--- config.mk ---
export PLATFORM = sky130hd
export DESIGN_NAME = i2c_write_sequencer
export DESIGN_NICKNAME = d
export VERILOG_FILES = /design/src/rtl/i2c_write_sequencer.sv
export SDC_FILE = /design/constraint.sdc
export NUM_CORES = 1
export LEC_CHECK = 0
export BUFFER_PORTS_ARGS = -buffer_cell sky130_fd_sc_hd__buf_4
export CORE_MARGIN = 2
export CORE_UTILIZATION = 35
export CTS_CLUSTER_SIZE = 16
export DETAILED_ROUTE_END_ITERATION = 8
export SKIP_CTS_REPAIR_TIMING = 1
export SLEW_MARGIN = 15
export SYNTH_ARGS = -nofsm -noshare
export SYNTH_HDL_FRONTEND = slang
export SYNTH_SLANG_ARGS = --single-unit
--- constraint.sdc ---
create_clock -name clk -period 3.71 [get_ports clk]
set_input_delay 0.1855 -clock clk [delete_from_list [all_inputs] [get_ports clk]]
set_output_delay 0.1855 -clock clk [all_outputs]
set_load 0.005 [all_outputs]
--- src/rtl/i2c_write_sequencer.sv ---
// i2c_write_sequencer
// Command-level front end for I2C_Master. It takes one write command (7-bit
// address plus 0..MAX_BYTES data bytes) and drives the master's enable,
// start, stop and tx_data pins: START with the address byte, each data
// byte, then STOP. Every wait on the master is guarded by a timeout that
// aborts the command through STOP and reports timeout_err alongside done.

module i2c_write_sequencer #(
    parameter int  MAX_BYTES   = 4,
    parameter int  TIMEOUT_CYC = 100000,
    parameter int  STOP_GAP    = 20,
    localparam int LEN_W       = $clog2(MAX_BYTES + 1)
) (
    input  logic                   clk,
    input  logic                   reset,
    input  logic                   cmd_valid,
    output logic                   cmd_ready,
    input  logic [6:0]             cmd_addr,
    input  logic [LEN_W-1:0]       cmd_len,
    input  logic [8*MAX_BYTES-1:0] cmd_data,
    output logic                   busy,
    output logic                   done,
    output logic                   timeout_err,
    output logic                   m_en,
    output logic                   m_start,
    output logic                   m_stop,
    output logic [7:0]             m_tx_data,
    input  logic                   m_tx_done,
    input  logic                   m_ready
);

    // One counter serves both the wait-state timeout and the post-STOP gap,
    // so it must be wide enough for the larger of the two.
    localparam int CNT_MAX = (TIMEOUT_CYC > STOP_GAP) ? TIMEOUT_CYC : STOP_GAP;
    localparam int CNT_W   = $clog2(CNT_MAX + 1);

    localparam logic [CNT_W-1:0] TO_LAST  = CNT_W'(TIMEOUT_CYC - 1);
    localparam logic [CNT_W-1:0] GAP_LAST = CNT_W'((STOP_GAP > 0) ? (STOP_GAP - 1) : 0);
    localparam logic [LEN_W-1:0] LEN_MAX  = LEN_W'(MAX_BYTES);

    typedef enum logic [2:0] {
        ST_IDLE      = 3'd0,
        ST_START     = 3'd1,
        ST_WAIT_DONE = 3'd2,
        ST_WAIT_RDY  = 3'd3,
        ST_LOAD      = 3'd4,
        ST_STOP      = 3'd5,
        ST_GAP       = 3'd6,
        ST_DONE      = 3'd7
    } state_t;

    state_t                 state_q,       state_d;
    logic [LEN_W-1:0]       len_q,         len_d;
    logic [8*MAX_BYTES-1:0] data_q,        data_d;
    logic [LEN_W-1:0]       byte_cnt_q,    byte_cnt_d;
    logic [CNT_W-1:0]       cnt_q,         cnt_d;
    logic                   abort_q,       abort_d;
    logic                   cmd_ready_q,   cmd_ready_d;
    logic                   busy_q,        busy_d;
    logic                   done_q,        done_d;
    logic                   timeout_err_q, timeout_err_d;
    logic                   m_en_q,        m_en_d;
    logic                   m_start_q,     m_start_d;
    logic                   m_stop_q,      m_stop_d;
    logic [7:0]             m_tx_data_q,   m_tx_data_d;

    // Requests longer than the buffer are truncated to MAX_BYTES.
    function automatic logic [LEN_W-1:0] clamp_len(input logic [LEN_W-1:0] len);
        logic [LEN_W-1:0] r;
        if (len > LEN_MAX) begin
            r = LEN_MAX;
        end else begin
            r = len;
        end
        return r;
    endfunction

    // Byte k of the latched payload; idx is always below the clamped length.
    function automatic logic [7:0] sel_byte(input logic [8*MAX_BYTES-1:0] data,
                                            input logic [LEN_W-1:0]       idx);
        logic [7:0] r;
        r = 8'h00;
        for (int k = 0; k < MAX_BYTES; k++) begin
            if (idx == LEN_W'(k)) begin
                r = data[8*k +: 8];
            end else begin
                r = r;
            end
        end
        return r;
    endfunction

    // Next-state, datapath and registered-output decode for the sequencer.
    always_comb begin
        state_d     = state_q;
        len_d       = len_q;
        data_d      = data_q;
        byte_cnt_d  = byte_cnt_q;
        abort_d     = abort_q;
        m_tx_data_d = m_tx_data_q;

        case (state_q)
            ST_IDLE: begin
                if (cmd_valid && cmd_ready_q) begin
                    state_d     = ST_START;
                    len_d       = clamp_len(cmd_len);
                    data_d      = cmd_data;
                    byte_cnt_d  = '0;
                    abort_d     = 1'b0;
                    m_tx_data_d = {cmd_addr, 1'b0};
                end else begin
                    state_d = ST_IDLE;
                end
            end
            ST_START: begin
                state_d = ST_WAIT_DONE;
            end
            ST_WAIT_DONE: begin
                if (m_tx_done) begin
                    state_d = ST_WAIT_RDY;
                end else if (cnt_q == TO_LAST) begin
                    state_d = ST_STOP;
                    abort_d = 1'b1;
                end else begin
                    state_d = ST_WAIT_DONE;
                end
            end
            ST_WAIT_RDY: begin
                if (m_ready) begin
                    if (byte_cnt_q < len_q) begin
                        state_d     = ST_LOAD;
                        m_tx_data_d = sel_byte(data_q, byte_cnt_q);
                        byte_cnt_d  = byte_cnt_q + LEN_W'(1);
                    end else begin
                        state_d = ST_STOP;
                    end
                end else if (cnt_q == TO_LAST) begin
                    state_d = ST_STOP;
                    abort_d = 1'b1;
                end else begin
                    state_d = ST_WAIT_RDY;
                end
            end
            ST_LOAD: begin
                // Spending one cycle here hides the previous byte's tx_done.
                state_d = ST_WAIT_DONE;
            end
            ST_STOP: begin
                state_d = ST_GAP;
            end
            ST_GAP: begin
                if (cnt_q == GAP_LAST) begin
                    state_d = ST_DONE;
                end else begin
                    state_d = ST_GAP;
                end
            end
            ST_DONE: begin
                state_d = ST_IDLE;
            end
            default: begin
                state_d = ST_IDLE;
            end
        endcase

        // Counter restarts on every state entry and advances only in timed states.
        if (state_d != state_q) begin
            cnt_d = '0;
        end else if ((state_q == ST_WAIT_DONE) || (state_q == ST_WAIT_RDY) ||
                     (state_q == ST_GAP)) begin
            cnt_d = cnt_q + CNT_W'(1);
        end else begin
            cnt_d = '0;
        end

        // Outputs are decoded from the state being entered so they are flops.
        cmd_ready_d   = (state_d == ST_IDLE);
        busy_d        = (state_d != ST_IDLE) && (state_d != ST_DONE);
        m_en_d        = (state_d != ST_IDLE) && (state_d != ST_DONE);
        m_start_d     = (state_d == ST_START);
        m_stop_d      = (state_d == ST_STOP);
        done_d        = (state_d == ST_DONE);
        timeout_err_d = (state_d == ST_DONE) && abort_d;
    end

    // State and output registers; reset drops every master pin at once.
    always_ff @(posedge clk or negedge reset) begin
        if (!reset) begin
            state_q       <= ST_IDLE;
            len_q         <= '0;
            data_q        <= '0;
            byte_cnt_q    <= '0;
            cnt_q         <= '0;
            abort_q       <= 1'b0;
            cmd_ready_q   <= 1'b1;
            busy_q        <= 1'b0;
            done_q        <= 1'b0;
            timeout_err_q <= 1'b0;
            m_en_q        <= 1'b0;
            m_start_q     <= 1'b0;
            m_stop_q      <= 1'b0;
            m_tx_data_q   <= 8'h00;
        end else begin
            state_q       <= state_d;
            len_q         <= len_d;
            data_q        <= data_d;
            byte_cnt_q    <= byte_cnt_d;
            cnt_q         <= cnt_d;
            abort_q       <= abort_d;
            cmd_ready_q   <= cmd_ready_d;
            busy_q        <= busy_d;
            done_q        <= done_d;
            timeout_err_q <= timeout_err_d;
            m_en_q        <= m_en_d;
            m_start_q     <= m_start_d;
            m_stop_q      <= m_stop_d;
            m_tx_data_q   <= m_tx_data_d;
        end
    end

    assign cmd_ready   = cmd_ready_q;
    assign busy        = busy_q;
    assign done        = done_q;
    assign timeout_err = timeout_err_q;
    assign m_en        = m_en_q;
    assign m_start     = m_start_q;
    assign m_stop      = m_stop_q;
    assign m_tx_data   = m_tx_data_q;

endmodule
==> key figures <==
Global route
  – Gr ovfl total: 0
  – Top Usage Layer GRT: met2
  – Vias in the first global route: 2719
  – Met3 usage: 0.0304
  – Met1 demand-to-capacity share in global routing: 0.209
  – Global-route wire length before repair: 13500 um
  – Total track usage: 0.150
  – Met2 layer usage reported by global route: 0.226
  – Initial antenna violation count: 0
  – Pin count of the biggest net entering global routing: 74

Routing
  – Number of remaining DRC errors: 0
  – Routed wirelength normalized by instance count: 15.2 um
  – Antenna Nets Post-Route: 0
  – Number of detailed-route iterations in the first pass: 4
  – Total wirelength of the detailed-routed design: 8080 um
  – Overall via count from detail_route: 2692
  – Starting DRT DRC Count: 179
  – Average vias per placed instance: 5.06

Placed design
  – Routability cong.: 0.777
  – Count of port buffers added during placement: 61
  – Post-place instance area: 4270 um^2
  – Post-detail-place hpwl: 5520 um

Clock tree
  – CTS tree: built
  – Clock transition time at the flip-flop clock pins of the worst setup and hold paths: 80 ps
  – H-tree levels: 3
  – Count of clock tree sinks: 73
  – Longest Clk Path Bufs: 2
  – Worst-skew pair later-pin latency: 350 ps
  – CTS buffer count: 9
  – Root buffer cell: sky130_fd_sc_hd__clkbuf_8

Setup path
  – Critical Path Sink: data_q[19]$_DFFE_PN0P_
  – Kind of end point of the critical path: flip-flop
  – FF-to-FF setup slack: 950 ps
  – Worst endpoint data arrival time: 2990 ps
  – Worst setup path startpoint: byte_cnt_q[2]$_DFFE_PN0P_
  – Origin of the critical flop-to-flop path: byte_cnt_q[2]$_DFFE_PN0P_
  – Largest stage delay, worst path: 510 ps
  – Type of origin of the critical path: flip-flop
  – Worst endpoint required time: 3940 ps
  – Ordered list of cells on the worst path: ha_1, and2_1, a221oi_1, nor2_1, o311ai_4, buf_4, mux2_2
  – Critical Setup Path Class: flip-flop to flip-flop
  – Critical register-to-register path endpoint: data_q[19]$_DFFE_PN0P_
  – Reg2Reg Depth: 7
  – Highest fanout seen on the critical path: 38
  – Master of the slowest instance on the critical path: sky130_fd_sc_hd__buf_4

STA
  – Setup violators final: 0
  – Max-slew violation total from the final report: 0
  – Fraction of the cycle the final worst path needs: 0.744
  – RSZ-0062 raised after global routing: false
  – Worst slew pin tran: 920 ps
  – Relative slew slack: 0.386
  – Final-layout worst hold slack: -41.6 ps
  – Count of endpoints failing hold in the final timing report: 49
  – Peak Freq: 0.362 GHz
  – Clock tree skew after final layout: 12.7 ps
  – Crit path time final: 2760 ps
  – Setup total negative slack: 0 ps

Synthesis
  – Net count after synthesis: 394
  – Mapped Cells: 339
  – Share of the yosys chip area belonging to registers: 0.490
  – Most area-hungry cell type in the Yosys netlist: sky130_fd_sc_hd__dfrtp_1
  – Count of cell types in the netlist: 50
  – Share of Yosys cell area claimed by the top area cell type: 0.483
  – Top cells by count, synth: sky130_fd_sc_hd__dfrtp_1, sky130_fd_sc_hd__nand2_1, sky130_fd_sc_hd__mux2_2
  – Number of synthesized flops with an enable pin: 0
  – Synthesized area per cell: 11.0 um^2
  – Yosys warning count: 0
  – Leading cell type by number of instances after synthesis: sky130_fd_sc_hd__dfrtp_1
  – Count of state elements after synthesis: 73
  – Share of flip-flops with an asynchronous set or reset after synthesis: 1.00
  – Commonest register cell after synthesis: sky130_fd_sc_hd__dfrtp_1
  – Dominant cells by area after synthesis: sky130_fd_sc_hd__dfrtp_1, sky130_fd_sc_hd__mux2_2, sky130_fd_sc_hd__mux2_4
  – Cell area after synthesis: 3730 um^2

Floorplanning
  – Die W: 107 um
  – Number of placement rows: 37
  – Initial core utilization: 0.361
  – Core area: 10300 um^2
  – Vertical extent of the die: 107 um
  – Boundary pin count: 62
  – Floorplan die area: 11500 um^2

Pwr
  – Power per cell area: 743 nW/um^2
  – Pleak: 0.00208 uW
  – Maximum VDD drop: 0.221 mV

Run
  – Max_cap viols: 0

Cells and area
  – Area Overhead vs Synth: 20.0%
  – Layout cell share with drive strength beyond 1: 0.326
  – Final design area excluding fillers: 4470 um^2
  – Diodes inserted: 0
  – Count of fill cells added during filler insertion: 975
  – Net count reported at finish: 447

Status
  – Violations in the final reports: hold timing
  – Outcome: finished with violations

Hold path
  – Class of the most critical hold timing path: input port to async pin
[layout make-up]
class	instances	area [um^2]	area share
clock buffers	9	124	0.0277
well taps	136	170	0.0380
multi-input cells	224	1710	0.383
flip-flops and latches	73	1830	0.409
inverters	20	75.1	0.0168
clock inverters	6	83.8	0.0187
repair buffers	64	480	0.107
[critical path: cells and delay by family (launching register included)]
family / cells / cell delay [ps]
compound gates: 2 / 680
fa+ha+maj: 1 / 290
simple gates: 2 / 330
buf+inv: 1 / 510
flops: 1 / 410
mux: 1 / 400
[metrics by stage]
step,util,total power (uW),std cells,setup WS [ps],hold WS [ps]
final,0.433,3320,532,949,-41.6
after global routing,0.433,3570,532,718,35.4
after CTS,0.433,3350,532,941,4.98
after global placement,0.413,2630,517,1030,391
after floorplan,-,2290,339,1290,-110
after detailed placement,0.413,2670,517,968,386
[sequential cells by signal, summed over array words and instances (netlist names), 3 cells and up]
name and cells:
m_tx_data 8, data_q 32, len_q 3, state_q 3, byte_cnt_q 3, cnt_q 17
[cell usage in the layout, fill, tap and decap left out, drive strengths merged, types with 3 or more instances in the layout]
master	n
clkinv	4
o311ai	3
clkbuf	9
a21o	3
ha	8
buf	64
a21oi	18
xnor2	9
dfrtp	72
o31ai	4
xor2	6
or3	4
inv	20
o21a	3
a22oi	7
o21ai	15
and2	3
mux2	41
nand2	30
nor4	4
nand2b	3
nand3	7
nand4	6
nor3	20
nor2	11
[power by group]
part | switching [uW] | internal [uW] | leakage, uW
registers | 230 | 1090 | 0.000920
clock network | 301 | 373 | 0.000109
logic | 623 | 702 | 0.00105
total | 1150 | 2170 | 0.00208
[worst min path at each step]
stage | end | depth (start not counted) | slack, ps | start
2_1_floorplan | abort_q$_DFF_PN0_ | 0 | -110 | reset
3_3_place_gp | cnt_q[5]$_DFF_PN0_ | 1 | 390 | reset
3_5_place_dp | cnt_q[5]$_DFF_PN0_ | 1 | 390 | reset
4_1_cts | cnt_q[5]$_DFF_PN0_ | 1 | 5 | reset
5_1_grt | cnt_q[6]$_DFF_PN0_ | 1 | 40 | reset
6_report | cnt_q[5]$_DFF_PN0_ | 1 | -40 | reset
[cell families after synthesis]
family,after synthesis,share of synthesized area
AO/OA/AOI/OAI,63,0.116
buffers and inverters,42,0.0503
XOR/XNOR,15,0.0352
AND/OR/NAND/NOR,96,0.139
multiplexers,42,0.143
flip-flops,73,0.490
adder cells (fa/ha/maj),8,0.0269
[layer usage]
metal / share of wire / routed length (um) / up-vias
li1: - / - / 1301
met1: 0.48 / 3890 / 1318
met5: 0 / 0 / -
met2: 0.46 / 3690 / 62
met4: 0.017 / 139 / 0
met3: 0.043 / 350 / 11
Note: power is estimated with default switching activity, not from simulation.
